`src/rtl/serial_adder_pkg.sv`:
```
// -----------------------------------------------------------------------------
// serial_adder_pkg
// Shared types for the bit-serial add/subtract engine.
//   state_t : controller state (IDLE, RUN, DONE), ST_W bits wide.
// -----------------------------------------------------------------------------
package serial_adder_pkg;

  localparam int ST_W = 2;

  typedef enum logic [ST_W-1:0] {
    IDLE = 2'd0,
    RUN  = 2'd1,
    DONE = 2'd2
  } state_t;

endpackage : serial_adder_pkg

```
`src/rtl/serial_adder_ctrl_fa_cell.sv`:
```
// -----------------------------------------------------------------------------
// fa_cell
// Purely combinational 1-bit full adder. This is the single arithmetic cell
// that serial_adder_ctrl time-multiplexes over all bit positions.
// Ports:
//   a, b  : operand bits
//   cin   : carry in
//   s     : sum bit
//   cout  : carry out
// -----------------------------------------------------------------------------
module fa_cell (
  input  logic a,
  input  logic b,
  input  logic cin,
  output logic s,
  output logic cout
);

  assign s    = a ^ b ^ cin;
  assign cout = (a & b) | (cin & (a ^ b));

endmodule : fa_cell

```
`src/rtl/serial_adder_ctrl.sv`:
```
// -----------------------------------------------------------------------------
// serial_adder_ctrl
// Bit-serial add/subtract engine. One fa_cell is sequenced over WIDTH clocks,
// LSB first, framed by a start/busy/done handshake. Results are held in output
// registers until the next operation completes.
// Parameters:
//   WIDTH    : operand/result width (>= 2)
// Ports:
//   clk      : system clock, rising edge
//   rst_n    : asynchronous active-low reset
//   start    : request a new operation (honoured in IDLE or DONE only)
//   sub      : 0 = a_in + b_in, 1 = a_in - b_in (sampled with start)
//   a_in     : operand A (sampled with start)
//   b_in     : operand B (sampled with start)
//   busy     : high while the bit-steps are running
//   done     : one-cycle pulse, result registers were updated this cycle
//   sum_out  : result, stable between done pulses
//   cout_out : carry out of MSB (subtract: 1 = no borrow)
//   ovf_out  : signed overflow (carry into MSB xor carry out of MSB)
// -----------------------------------------------------------------------------
module serial_adder_ctrl
  import serial_adder_pkg::*;
#(
  parameter int WIDTH = 8
) (
  input  logic             clk,
  input  logic             rst_n,
  input  logic             start,
  input  logic             sub,
  input  logic [WIDTH-1:0] a_in,
  input  logic [WIDTH-1:0] b_in,
  output logic             busy,
  output logic             done,
  output logic [WIDTH-1:0] sum_out,
  output logic             cout_out,
  output logic             ovf_out
);

  localparam int CNT_W = (WIDTH > 2) ? $clog2(WIDTH) : 1;
  localparam logic [CNT_W-1:0] CNT_LAST   = CNT_W'(WIDTH - 1);
  localparam logic [CNT_W-1:0] CNT_PENULT = CNT_W'(WIDTH - 2);

  state_t           state;
  logic [WIDTH-1:0] a_sh;
  logic [WIDTH-1:0] b_sh;
  logic [WIDTH-1:0] res_sh;
  logic             carry;
  logic             prev_carry;
  logic [CNT_W-1:0] cnt;
  logic             fa_s;
  logic             fa_c;

  fa_cell u_fa (
    .a    (a_sh[0]),
    .b    (b_sh[0]),
    .cin  (carry),
    .s    (fa_s),
    .cout (fa_c)
  );

  // NOTE: all state is updated with non-blocking assignments so every register
  // samples pre-edge values; blocking here would chain updates within one edge.
  always_ff @(posedge clk or negedge rst_n) begin
    if (!rst_n) begin
      // NOTE: every register, datapath included, is cleared on reset so an
      // aborted operation leaves no residue and outputs read 0 immediately.
      state      <= IDLE;
      a_sh       <= '0;
      b_sh       <= '0;
      res_sh     <= '0;
      carry      <= 1'b0;
      prev_carry <= 1'b0;
      cnt        <= '0;
      busy       <= 1'b0;
      done       <= 1'b0;
      sum_out    <= '0;
      cout_out   <= 1'b0;
      ovf_out    <= 1'b0;
    end else begin
      done <= 1'b0;
      case (state)
        IDLE, DONE: begin
          if (start) begin
            // Subtraction is a + ~b + 1: invert B and seed the carry with 1.
            a_sh  <= a_in;
            b_sh  <= sub ? ~b_in : b_in;
            carry <= sub;
            cnt   <= '0;
            busy  <= 1'b1;
            state <= RUN;
          end else begin
            state <= IDLE;
          end
        end

        RUN: begin
          a_sh           <= a_sh >> 1;
          b_sh           <= b_sh >> 1;
          res_sh         <= res_sh >> 1;
          res_sh[WIDTH-1] <= fa_s;
          carry          <= fa_c;
          cnt            <= cnt + 1'b1;
          // Carry out of bit WIDTH-2 is the carry into the MSB, needed for ovf.
          if (cnt == CNT_PENULT) begin
            prev_carry <= fa_c;
          end
          if (cnt == CNT_LAST) begin
            sum_out  <= {fa_s, res_sh[WIDTH-1:1]};
            cout_out <= fa_c;
            ovf_out  <= prev_carry ^ fa_c;
            busy     <= 1'b0;
            done     <= 1'b1;
            state    <= DONE;
          end
        end

        default: begin
          busy  <= 1'b0;
          state <= IDLE;
        end
      endcase
    end
  end

endmodule : serial_adder_ctrl

```
`config.mk`:
```
export PLATFORM = sky130hd
export DESIGN_NAME = serial_adder_ctrl
export DESIGN_NICKNAME = d
export VERILOG_FILES = /design/src/rtl/serial_adder_pkg.sv /design/src/rtl/serial_adder_ctrl_fa_cell.sv /design/src/rtl/serial_adder_ctrl.sv
export SDC_FILE = /design/constraint.sdc
export NUM_CORES = 1
export LEC_CHECK = 0
export BUFFER_PORTS_ARGS = -buffer_cell sky130_fd_sc_hd__buf_2
export CAP_MARGIN = 25
export CORE_MARGIN = 1
export CORE_UTILIZATION = 30
export DETAILED_ROUTE_END_ITERATION = 6
export PLACE_DENSITY = 0.47
export RECOVER_POWER = 100
export SLEW_MARGIN = 20
export SYNTH_ARGS = -nofsm -noshare
export SYNTH_HDL_FRONTEND = slang
export SYNTH_SLANG_ARGS = --single-unit
```
`constraint.sdc`:
```
create_clock -name clk -period 1.5 [get_ports clk]
set_clock_uncertainty 0.1 [all_clocks]
set_input_delay 0.15 -clock clk [delete_from_list [all_inputs] [get_ports clk]]
set_output_delay 0.15 -clock clk [all_outputs]
set_load 0.005 [all_outputs]
```
Word-level counts from Yosys, hierarchy flattened
Cells that the tools add are included.

operators by class
  add/sub/neg operators = 1
  $mul = 0
  divide/modulo/power cells = 0
  magnitude comparators = 0
  equal/unequal tests = 6
  shift-type cells = 0
  mux-type cells = 17
  bitwise gates (word level) = 7
  reductions and logical operators = 7

operator list
  cell                                           number
  one-hot mux 8 bit (2 select lines)             2
  two-way mux 8 bit                              3
  inverter 8 bit                                 1
  AND reduction 2 bit                            4
  == test 3 bit, second input constant           2
  two-way mux 1 bit                              6
  one-hot mux 3 bit (2 select lines)             1
  inequality test 2 bit, second input constant   2
  one-hot mux 1 bit (2 select lines)             2
  one-hot mux 2 bit (2 select lines)             1
  adder 3 x 1 -> 3 bit, second input constant    1
  two-way mux 3 bit                              1
  bitwise XOR 1 bit                              3
  AND 1 bit                                      2
  == test 2 x 1 -> 1 bit, second input constant  1
  == test 2 bit, second input constant           1
  logical NOT 2 bit                              1
  two-way mux 2 bit                              1
  nonzero test 2 bit                             1
  OR reduction 2 bit                             1
  bitwise OR 1 bit                               1

word-level totals
  bits in registers = 43
  latch bits = 0
  bits in writable memories = 0
  bits in read-only memories = 0
  bits of input ports = 20
  output and inout port bits = 12
  logic and storage cells = 50
  memories = 0

Logic depth before layout (Yosys ltp)
  word-level depth = 4
  gate-level depth with buffers = 6
  mapped depth without buffers = 5

Modules after synthesis
A second synthesis with hierarchy kept.

unflattened totals
  cell total of the unflattened synthesis = 158
  area, all modules = 1805.5 um^2

by module, submodules not included
  module             times used  cells each  area each (um^2)  sequential area each (um^2)
  serial_adder_ctrl  1           157         1785.5            1051.0
  fa_cell            1           1           20.0              0.0

Least setup slack after synthesis
Ideal clock, no wire load.

  kind = register to register
  start point = reg cnt[0]
  end point = reg cout_out
  setup time = 125 ps
  data arrival time = 1466 ps
  data required time = 1275 ps
  setup slack = -191 ps
  stages on the path, launching flop included = 6
  path buffers = 1
  period minus slack after synthesis = 1691 ps
  cell sequence = dfrtp_1 ha_1 ha_1 nand3b_1 buf_2 mux2_2

between the ends
  cells in the longest elaborated chain, start to end = 2

RTL lines
  what                                  RTL line                  source
  from (decl)                           serial_adder_ctrl.sv:49   logic [CNT_W-1:0] cnt;
  from (signal assigned)                serial_adder_ctrl.sv:102  cnt <= cnt + 1'b1;
  == test 3 bit                         serial_adder_ctrl.sv:107  if (cnt == CNT_LAST) begin
  AND reduction 2 bit (no source line)  n/a
  to (signal assigned)                  serial_adder_ctrl.sv:77   cout_out <= 1'b0;
  to (signal assigned)                  serial_adder_ctrl.sv:109  cout_out <= fa_c;
  to (decl)                             serial_adder_ctrl.sv:35   output logic cout_out,

Every way passes these cells.
A chain may end at the register's enable or synchronous reset.

Final worst setup path
  start point = reg cnt[1]
  end point = reg cout_out

Same word-level chain as after synthesis.

==> results.ini <==
[status]
status=finished, violations left
violations=negative setup slack

[synth]
seq_area_frac_synth_pct=58.2
synthDistinctLibCells=23
syn-instance-count=158
syn_area_um2=1810
synth_seq_cells=42
yosys_warnings=0
syn_avg_cell_area_um2=11.4
syn-num-nets=182

[worst_setup_path]
crit_slowest_cell=dfrtp_1
r2r_start=cnt[1]
slowest_delay_ns=0.39
crit_arrival_ns=1.62
required_ns=1.58
cp_max_fo=12
path_class=reg2reg
start_kind=register
path_buf_inv=1
worstPathCellList=ha_2 -> ha_4 -> nand3b_1 -> buf_12 -> mux2_4
cp-end-kind=register
reg2regPathDepth=5
reg2reg_slack_ns=-0.04
critical_path.top_delay_family=flip-flops
rr_endpoint=cout_out

[floorplanning]
io_pins=32
die_h_um=79.6
core_area_um2=5640
rows=27
die_x_um=79.6
start_util_pct=32.0
die_area_um2=6330

[sta]
drv_slew=0
clock.fmax_ghz=0.650
setup_viol=9
slew_headroom_pct=70.6
fin_ws_ns=-0.0382
period_needed_ns=1.54
rsz0062_at_grt=yes
worstMarginPinSlew_ns=0.442
fin_crit_sh_pct=103
hold_violations=0

[grt]
track_usage_pct=13.1
grt_pass1_wl_um=6270
grt_max_degree=26
grt_pass1_vias=1298
grt_overflow=0
grt_antenna_before_repair=0

[layout]
fillers=561
diodes=0
area_growth_pct=29.2
fin_util_pct=41.3
seq_area_um2=1050
fin_nets=233
multi_input_area_um2=723
drive_above_1_share_pct=29.5

[min_path]
hold_path_startpoint=start
min_path_cells=3
hold_class=in2reg
hold_path_end=busy

[route]
vias=1302
via_per_inst=4.62
routed_wl_um=3640
drc=0
dr.first_iter.drc_count=59
ant_nets=0
routedWlPerCell_um=12.9
firstDrtPassIters=4

[placed_design]
routabilityCongestion=0.774
dp_hpwl_um=2610
portBuffers=31

[power]
power_density_nw_per_um2=1940
peakVddDrop_uv=592
power.leakage_nw=1.17
power.total_mw=4.52

[clock_tree]
clock_path_buffers=2
tritoncts=yes
htreeDepth=2
clock-root-buffer=clkbuf_8
cts_made_buffers=5
clock_sinks=42
cts.clk_slew.worst_paths_ns=0.08
insertion_delay_ns=0.29

[run]
cap_violations=0

[flip-flops by register name, summed over array words and instances (netlist names), 2 cells and up]
signal and flops:
a_sh 8, res_sh 7, state 2, cnt 3, b_sh 8, sum_out 8
[tightest hold or removal path, delay by kind of cell]
kind | cells | cell delay (ns)
AO/OA/AOI/OAI | 1 | 0.13
AND/OR/NAND/NOR | 1 | 0.04
buffers and inverters | 1 | 0.10
[worst max-delay path by stage]
stage	from	to	slack [ns]	cells past startpoint
2_1_floorplan	cnt[1]	cout_out	-0.07	5
3_3_place_gp	cnt[1]	sum_out[6]	-0.04	5
3_5_place_dp	cnt[1]	sum_out[1]	-0.08	5
4_1_cts	cnt[1]	sum_out[1]	-0.05	5
5_1_grt	cnt[1]	cout_out	-0.09	5
6_report	cnt[1]	cout_out	-0.04	5
[logic make-up (layout without fill, tap and decap cells)]
family | after synthesis | count (layout) | synth area share, %
simple gates | 56 | 56 | 13.4
flops | 42 | 42 | 58.2
compound gates | 23 | 23 | 10.3
buf+inv | 14 | 66 | 4.30
mux | 10 | 10 | 6.24
xor+xnor | 9 | 9 | 4.37
fa+ha+maj | 4 | 4 | 3.19
[layer usage]
metal / global-route usage [%] / vias to the layer above / share of wire, %
met5: 0 / - / 0
met3: 3.77 / 4 / 4.4
met4: 3.82 / 0 / 0.96
li1: - / 640 / -
met1: 16.5 / 624 / 45
met2: 21.5 / 34 / 50
[synthesized netlist by cell type, drive strengths merged]
library cell / n / area share [%]
o2bb2ai: 1 / 0.49
clkbuf: 1 / 0.21
mux2: 10 / 6.2
nand3b: 1 / 0.42
o21ai: 4 / 1.1
a221o: 7 / 3.9
nor2b: 1 / 0.49
nand2: 31 / 6.4
and2b: 1 / 0.42
inv: 3 / 0.62
nand3: 10 / 2.8
a22o: 3 / 1.5
nor2: 10 / 2.2
dfrtp: 42 / 58
buf: 10 / 3.5
xnor2: 8 / 3.9
nand2b: 2 / 0.69
ha: 3 / 2.1
a22oi: 8 / 3.3
fa: 1 / 1.1
xor2: 1 / 0.49
[final cells by class]
cell class,count,share of cell area (%)
clock inverter,2,0.536
tap,72,3.86
sequential,42,45.1
multi-input combinational,102,31.0
inverter,3,0.483
timing repair buffer,55,15.5
clock buffer,6,3.54
[per-stage QoR]
step                      setup TNS, ns  hold WS (ns)  cells  setup WS (ns)  instance area (µm²)
final                            -0.281        0.0592    282        -0.0382                 2330
after global routing             -0.927         0.106    282        -0.0853                 2330
after CTS                        -0.403        0.0590    281        -0.0510                 2350
after detailed placement         -0.420        0.0189    263        -0.0758                 2140
after global placement           -0.130       0.00583    263        -0.0364                 2140
after floorplan                  -0.402        -0.246    158        -0.0670                 1850
[layout by cell type (no fill, tap or decap), types with 2 or more instances in the layout]
master         instances
clkbuf_1               5
nand3_1               10
a22o_1                 3
nor2_1                10
dfrtp_1               42
clkbuf_8               6
buf_2                 25
o21ai_0                3
inv_1                  3
nand2b_1               2
buf_4                 12
xnor2_1                8
dlygate4sd3_1          9
a221o_1                7
mux2_4                 9
clkbuf_2               2
nand2_1               31
a22oi_1                8
[power breakdown]
part           internal (mW)  switching [mW]  leakage, nW
combinational          0.959           0.840        0.600
sequential              1.64           0.313        0.527
clock                  0.370           0.398       0.0472
total                   2.96            1.55         1.17
[what timing repair did]
item | CTS | global route
setup endpoints to repair | 9 | 10
buffers inserted | 1 | 1
gates resized for setup | 3 | 1
cloned | 0 | 0
endpoints found under the hold margin | 25 | 0
hold buffers | 9 | 0
(Power assumes the default switching activity.)
